`src/rtl/multicycle_main_ctrl.sv`:
```
// multicycle_main_ctrl
// Main control FSM for a multicycle MIPS datapath. Walks each instruction
// through FETCH/DECODE/EXECUTE/MEM/WRITEBACK based on the IR opcode and
// drives every datapath enable and mux select. Memory states stretch on
// mem_ready. A bounded wait counter aborts a hung access back to FETCH.
module multicycle_main_ctrl #(
  parameter int unsigned TIMEOUT = 255,
  parameter int unsigned CNT_W   = 8
) (
  input  logic       clk,
  input  logic       rst_n,
  input  logic [5:0] op,
  input  logic       mem_ready,
  output logic       pc_write,
  output logic       pc_write_cond,
  output logic       iord,
  output logic       mem_read,
  output logic       mem_write,
  output logic       ir_write,
  output logic       mem_to_reg,
  output logic [1:0] pc_source,
  output logic [1:0] alu_op,
  output logic       alu_src_a,
  output logic [1:0] alu_src_b,
  output logic       reg_write,
  output logic       reg_dst,
  output logic [3:0] state,
  output logic       ill_op,
  output logic       mem_err
);

  // State encodings. These are also the debug codes driven on the state port.
  localparam logic [3:0] S_FETCH  = 4'd0;
  localparam logic [3:0] S_DECODE = 4'd1;
  localparam logic [3:0] S_MEMADR = 4'd2;
  localparam logic [3:0] S_MEMRD  = 4'd3;
  localparam logic [3:0] S_MEMWB  = 4'd4;
  localparam logic [3:0] S_MEMWR  = 4'd5;
  localparam logic [3:0] S_EXEC   = 4'd6;
  localparam logic [3:0] S_RWB    = 4'd7;
  localparam logic [3:0] S_BRANCH = 4'd8;
  localparam logic [3:0] S_JUMP   = 4'd9;

  // Supported opcodes.
  localparam logic [5:0] OP_LW    = 6'b100011;
  localparam logic [5:0] OP_SW    = 6'b101011;
  localparam logic [5:0] OP_RTYPE = 6'b000000;
  localparam logic [5:0] OP_BEQ   = 6'b000100;
  localparam logic [5:0] OP_J     = 6'b000010;

  // The wait counter is compared against TIMEOUT at CNT_W bits.
  localparam logic [CNT_W-1:0] TIMEOUT_C = CNT_W'(TIMEOUT);

  logic [3:0]       state_q, state_d;
  logic [CNT_W-1:0] cnt_q, cnt_d;
  logic             ill_op_q, ill_op_d;
  logic             mem_err_q, mem_err_d;

  // Next-state, wait-counter and error-pulse logic.
  always_comb begin
    // NOTE: every signal assigned in this block gets a default first. A path
    // that leaves one unassigned would infer a latch.
    state_d   = state_q;
    cnt_d     = '0;
    ill_op_d  = 1'b0;
    mem_err_d = 1'b0;

    unique case (state_q)
      S_FETCH, S_MEMRD, S_MEMWR: begin
        if (mem_ready) begin
          // Access completes. This includes the cycle where the counter has
          // just reached TIMEOUT, because a late ready still wins.
          unique case (state_q)
            S_FETCH: state_d = S_DECODE;
            S_MEMRD: state_d = S_MEMWB;
            default: state_d = S_FETCH;
          endcase
        end else if (cnt_q == TIMEOUT_C) begin
          // Hung access: abandon the instruction without its write-back or store.
          state_d   = S_FETCH;
          mem_err_d = 1'b1;
        end else begin
          cnt_d = cnt_q + 1'b1;
        end
      end
      S_DECODE: begin
        unique case (op)
          OP_LW, OP_SW: state_d = S_MEMADR;
          OP_RTYPE:     state_d = S_EXEC;
          OP_BEQ:       state_d = S_BRANCH;
          OP_J:         state_d = S_JUMP;
          default: begin
            state_d  = S_FETCH;
            ill_op_d = 1'b1;
          end
        endcase
      end
      S_MEMADR: state_d = (op == OP_LW) ? S_MEMRD : S_MEMWR;
      S_EXEC:   state_d = S_RWB;
      S_MEMWB, S_RWB, S_BRANCH, S_JUMP: state_d = S_FETCH;
      // An unused code recovers to FETCH.
      default:  state_d = S_FETCH;
    endcase
  end

  // State, counter and error-pulse registers with async reset.
  always_ff @(posedge clk or negedge rst_n) begin
    // NOTE: use non-blocking assignments here so that every flop samples the
    // values from before the clock edge, regardless of statement order.
    if (!rst_n) begin
      state_q   <= S_FETCH;
      cnt_q     <= '0;
      ill_op_q  <= 1'b0;
      mem_err_q <= 1'b0;
    end else begin
      state_q   <= state_d;
      cnt_q     <= cnt_d;
      ill_op_q  <= ill_op_d;
      mem_err_q <= mem_err_d;
    end
  end

  // Moore output decode. The FETCH IR/PC loads are qualified by mem_ready.
  always_comb begin
    pc_write      = 1'b0;
    pc_write_cond = 1'b0;
    iord          = 1'b0;
    mem_read      = 1'b0;
    mem_write     = 1'b0;
    ir_write      = 1'b0;
    mem_to_reg    = 1'b0;
    pc_source     = 2'b00;
    alu_op        = 2'b00;
    alu_src_a     = 1'b0;
    alu_src_b     = 2'b00;
    reg_write     = 1'b0;
    reg_dst       = 1'b0;

    unique case (state_q)
      S_FETCH: begin
        mem_read  = 1'b1;
        alu_src_b = 2'b01;
        ir_write  = mem_ready;
        pc_write  = mem_ready;
      end
      S_DECODE: alu_src_b = 2'b11;
      S_MEMADR: begin
        alu_src_a = 1'b1;
        alu_src_b = 2'b10;
      end
      S_MEMRD: begin
        mem_read = 1'b1;
        iord     = 1'b1;
      end
      S_MEMWB: begin
        reg_write  = 1'b1;
        mem_to_reg = 1'b1;
      end
      S_MEMWR: begin
        mem_write = 1'b1;
        iord      = 1'b1;
      end
      S_EXEC: begin
        alu_src_a = 1'b1;
        alu_op    = 2'b10;
      end
      S_RWB: begin
        reg_write = 1'b1;
        reg_dst   = 1'b1;
      end
      S_BRANCH: begin
        alu_src_a     = 1'b1;
        alu_op        = 2'b01;
        pc_write_cond = 1'b1;
        pc_source     = 2'b01;
      end
      S_JUMP: begin
        pc_write  = 1'b1;
        pc_source = 2'b10;
      end
      default: ;
    endcase
  end

  assign state   = state_q;
  assign ill_op  = ill_op_q;
  assign mem_err = mem_err_q;

endmodule
```
`config.mk`:
```
export PLATFORM = sky130hd
export DESIGN_NAME = multicycle_main_ctrl
export DESIGN_NICKNAME = d
export VERILOG_FILES = /design/src/rtl/multicycle_main_ctrl.sv
export SDC_FILE = /design/constraint.sdc
export NUM_CORES = 1
export LEC_CHECK = 0
export BUFFER_PORTS_ARGS = -buffer_cell sky130_fd_sc_hd__buf_2
export CAP_MARGIN = 10
export CELL_PAD_IN_SITES_DETAIL_PLACEMENT = 1
export CELL_PAD_IN_SITES_GLOBAL_PLACEMENT = 1
export CORE_UTILIZATION = 35
export CTS_BUF_LIST = sky130_fd_sc_hd__clkbuf_16
export DETAILED_ROUTE_END_ITERATION = 8
export GPL_TIMING_DRIVEN = 1
export PLACE_DENSITY = 0.87
export SLEW_MARGIN = 10
export SYNTH_ARGS = -nofsm -noshare
export SYNTH_HDL_FRONTEND = slang
export SYNTH_SLANG_ARGS = --single-unit
export TNS_END_PERCENT = 30
```
`constraint.sdc`:
```
create_clock -name clk -period 1.7 [get_ports clk]
set_clock_uncertainty 0.1 [all_clocks]
set_input_delay 0 -clock clk [delete_from_list [all_inputs] [get_ports clk]]
set_output_delay 0 -clock clk [all_outputs]
set_load 0.01 [all_outputs]
```
* Yosys cells after proc, flatten, opt, wreduce, memory -nomap -nowiden
Index checks and enable logic that the tools add are counted.
Word-level totals: flip-flop bits (word level) 14, latch bits 0, bits in writable memories 0, memory bits (read-only) 0, word-level logic and storage cells 56, memories kept 0
Operators by class: add/subtract/negate cells 1, multipliers 0, div/mod/pow operators 0, order comparisons 0, equal/unequal tests 15, shift-type cells 0, mux-type cells 27, bitwise gates (word level) 0, reduce and logical (&&, ||, !) cells 9
Operators with widths (number):
- 4-bit one-hot mux with 4 select lines | 2
- 8-bit 2-to-1 mux | 3
- 4-bit by 3-bit == test with 1-bit output, second input constant | 4
- 1-bit 2-to-1 mux | 14
- 6-bit == test, second input constant | 2
- 8-bit by 1-bit adder with 8-bit output, second input constant | 1
- 4-bit by 2-bit == test with 1-bit output, second input constant | 2
- 4-bit == test, second input constant | 2
- 8-bit == test, second input constant | 1
- 4-bit 2-to-1 mux | 2
- 2-bit one-hot mux with 2 select lines | 2
- 2-bit OR reduction | 4
- 6-bit by 2-bit == test with 1-bit output, second input constant | 1
- 6-bit by 3-bit == test with 1-bit output, second input constant | 1
- 6-bit zero test | 1
- 2-bit one-hot mux with 3 select lines | 1
- 3-bit one-hot mux with 2 select lines | 1
- 3-bit OR reduction | 2
- 5-bit OR reduction | 1
- 4-bit by 1-bit == test with 1-bit output, second input constant | 1
- 4-bit zero test | 1
- 3-bit 2-to-1 mux | 1
- 3-bit != test, second input constant | 1
- 1-bit one-hot mux with 2 select lines | 1

* Depth between registers and ports, before layout
depth after elaboration 4, mapped depth 6

* Worst setup path after synthesis
Ideal clock, no wire load.
path kind register to register, from register state_q[1] (netlist: state[1]), to register state_q[2] (netlist: state[2]), setup time 80 ps, arrival 1400 ps, data required time 1520 ps, setup slack 119 ps, cell stages (with the launch flop) 6, clock period less this slack 1581 ps, path through dfrtp_1 nor4b_2 a22oi_4 or2_1 buf_2 o211ai_2
Between the ends: longest elaborated chain between the ends 4, elaborated cells on any way between the ends 11, classes of those cells eq/ne: 6; mux: 3; reduce/logical: 2
RTL lines:
- start, declared | line 54 | logic [3:0] state_q, state_d;
- start signal, assigned | line 116 | state_q <= state_d;
- 4-bit by 2-bit == test with 1-bit output or 4-bit zero test (tied branches) | line 68, 73
- 3-bit one-hot mux with 2 select lines | line 73 | unique case (state_q)
- 4-bit 2-to-1 mux | line 70 | if (mem_ready) begin
- 4-bit one-hot mux with 4 select lines | line 68 | unique case (state_q)
Parallel ways exist; a longest one is shown, timed or not. A chain may end at the register's enable or synchronous reset.

* Worst setup path after layout
from register state_q[3] (netlist: state[3]), to register state_q[2] (netlist: state[2])
The elaborated chain is that of the path after synthesis.

==> metrics.cfg <==
[run_status]
status=finished with violations
violations=negative hold slack

[cts]
cts.sinks=14
htreeDepth=1
tritoncts=done
clockBufferDepth=2
clk_pin_slew_worst_paths_ns=0.05
clock_latency_ns=0.24
cts_setup_buffers=0
numCtsBuffers=3
cts_root_buffer=clkbuf_16

[critical_path]
reg2reg_from=state[3]
cp-startpoint=state[3]
cp_slowest_cell=dfrtp_1
critical-path-top-delay-family=simple AND/OR/NAND/NOR gates
critPathKind=flop to flop
r2r_slack_ns=0.07
startpoint_type=flop
cpPeakStageDelay_ns=0.44
path_max_fanout=6
required_ns=1.76
end_kind=flop
path_buf_inv=0
arrival_ns=1.70
crit_chain=nor3_1 -> a22oi_4 -> or2_1 -> o211ai_2

[yosys]
synth_area_um2=901
synth.yosys.warnings=0
ys_seq_area_share_pct=38.9
synth_top_family_by_area=simple AND/OR/NAND/NOR gates
synth.distinct_cells=31
post_synth.cell_area_avg_um2=8.66
synthXorXnorAreaFrac_pct=8.75
synth-simple-area-share_pct=33.8
yosys_register_bits=14
synth_compound_area_share_pct=11.9
synthAdderAreaFrac_pct=1.39
syn_inst=104
synth_mux_area_share_pct=0
synth_nets=114

[floorplanning]
initial_core_util_pct=36.7
rows=18
dieArea_mm2=0.00278
die_h_um=52.7
die_w_um=52.7
core_mm2=0.00245
io_pins=31

[timing]
period_minus_slack_ns=1.63
max_freq_mhz=612
hold_viol_final=1
slew_viol_final=0
setup_viol=0
hold_ws_ns=-0.00149
timing.final.crit_share_pct=96.1
worstMarginPinSlew_ns=0.375
timing.slew.headroom_pct=74.8
rsz0062_at_grt=true

[routing]
vias_per_cell=5.24
routed_wl_um=2640
wl_per_cell_um=15.3
vias=906
drc=0
drt-initial-drc-count=10
ant_nets=0
dr.pass1.iters=4

[finish]
num_antenna_cells=0
nNetsFinal=154
area_delta_synth_final_pct=39.6
drive_above_1_share_pct=36.4
layout_commonest_cell=buf_2
final_cells=173
layout_common_cells=30 x buf_2, 18 x nor2_1, 12 x dfrtp_1

[global_route]
grt_pass1_wl_um=4140
use_met2_pct=33.5
busiest_layer=met2
grt_pass1_vias=864
antenna_found_initial=0
gr-usage-met1_pct=26.7
grtUsageTotal_pct=21.0
overflow=0
grt_use_met3_pct=5.80
grt_max_degree=15

[job]
maxCapViolCount=0

[hold_path]
hold_class=primary input to flop
hold_start=op[3]

[power_and_ir_drop]
ir_worst_vdd_v=0.00115
p_per_area_mw_per_mm2=1170
leakage_nw=0.639
finalPower_mw=1.47

[placed_design]
dp_hpwl_um=1940
post-place-cells=165
gp_congestion=0.800
io_buffers=30

==> per-layer routing <==
metal / up-vias / part of all wire [%]
met5: - / 0
met4: 0 / 1.1
met3: 4 / 4.9
met2: 26 / 52
met1: 438 / 42
li1: 438 / -
==> flip-flops by register name (all words and copies together), names as in the netlist <==
name	count
cnt_q	8
mem_err	1
state	4
ill_op	1
==> synthesized netlist by cell type <==
master     instances  area, µm²
a21o_1             1       7.51
a21oi_1            2       10.0
a221o_1            1       10.0
a22oi_4            1       21.3
a2bb2oi_1          1       8.76
a311o_1            1       10.0
and3_1             1       6.26
and4b_1            1       10.0
buf_2              5       25.0
buf_4              2       15.0
dfrtp_1           14        350
ha_1               1       12.5
inv_1              2       7.51
nand2_1            8       30.0
nand2b_1           3       18.8
nand3_1            5       25.0
nor2_1            18       67.6
nor2b_1            1       6.26
nor3_1            10       50.1
nor3_2             1       10.0
nor3b_1            2       15.0
nor4_1             2       12.5
nor4b_2            1       15.0
o211ai_2           1       12.5
o21ai_0            2       10.0
o21ba_2            1       10.0
o31ai_1            1       7.51
or2_1              2       12.5
or3_1              4       25.0
xnor2_1            6       52.6
xor2_1             3       26.3
==> layout make-up <==
cell class              count  area, µm²
fillers                   306       1200
multi-input cells          81        531
flip-flops and latches     14        353
repair buffers             42        250
clock buffers               3       75.1
well taps                  30       37.5
inverters                   2       7.51
clock inverters             1       3.75
==> final timing paths <==
kind | cells past startpoint | endpoint
worst min register to register | 1 | cnt_q[0]
worst max-delay path | 4 | state[2]
worst min-delay path | 3 | state[3]
min in group asynchronous | 2 | cnt_q[3]
worst max register to register | 4 | state[2]
max in group asynchronous | 2 | state[0]
==> per-stage QoR <==
step / utilization (%) / setup TNS [ns] / instance area, µm² / worst slack, ns
3_3_place_gp: 45.2 / 0 / 1110 / 0.0911
3_5_place_dp: 45.2 / -0.175 / 1110 / -0.0486
6_report: 51.2 / 0 / 1260 / 0.0667
4_1_cts: 50.7 / 0 / 1240 / 0.0171
5_1_grt: 51.2 / -0.00929 / 1260 / -0.00929
2_1_floorplan: - / 0 / 901 / 0.119
==> power by group <==
| part | switching [mW] | total [mW] | internal [mW] |
|---|---|---|---|
| clock network | 0.136 | 0.446 | 0.311 |
| registers | 0.0526 | 0.436 | 0.383 |
| logic | 0.324 | 0.588 | 0.264 |
| total | 0.512 | 1.47 | 0.958 |
==> worst register-to-register path, cell delays in order (launching register included) <==
cell and delay (ns):
dfrtp_1 0.44, nor3_1 0.33, a22oi_4 0.15, or2_1 0.35, o211ai_2 0.19
==> cells by family (layout without fill, tap and decap cells) <==
family                   Yosys count  in the layout
AO/OA/AOI/OAI                     12             12
XOR/XNOR                           9              9
adder cells (fa/ha/maj)            1              1
buffers and inverters              9             48
flip-flops                        14             14
AND/OR/NAND/NOR                   59             59
==> what timing repair did <==
action | in CTS | in global routing
gates cloned | 0 | 0
pin swaps | 0 | 1
endpoints found under the setup margin | 9 | 9
gates resized for setup | 3 | 5
hold buffers | 4 | 0
endpoints found under the hold margin | 16 | 0
(Power assumes the default switching activity.)
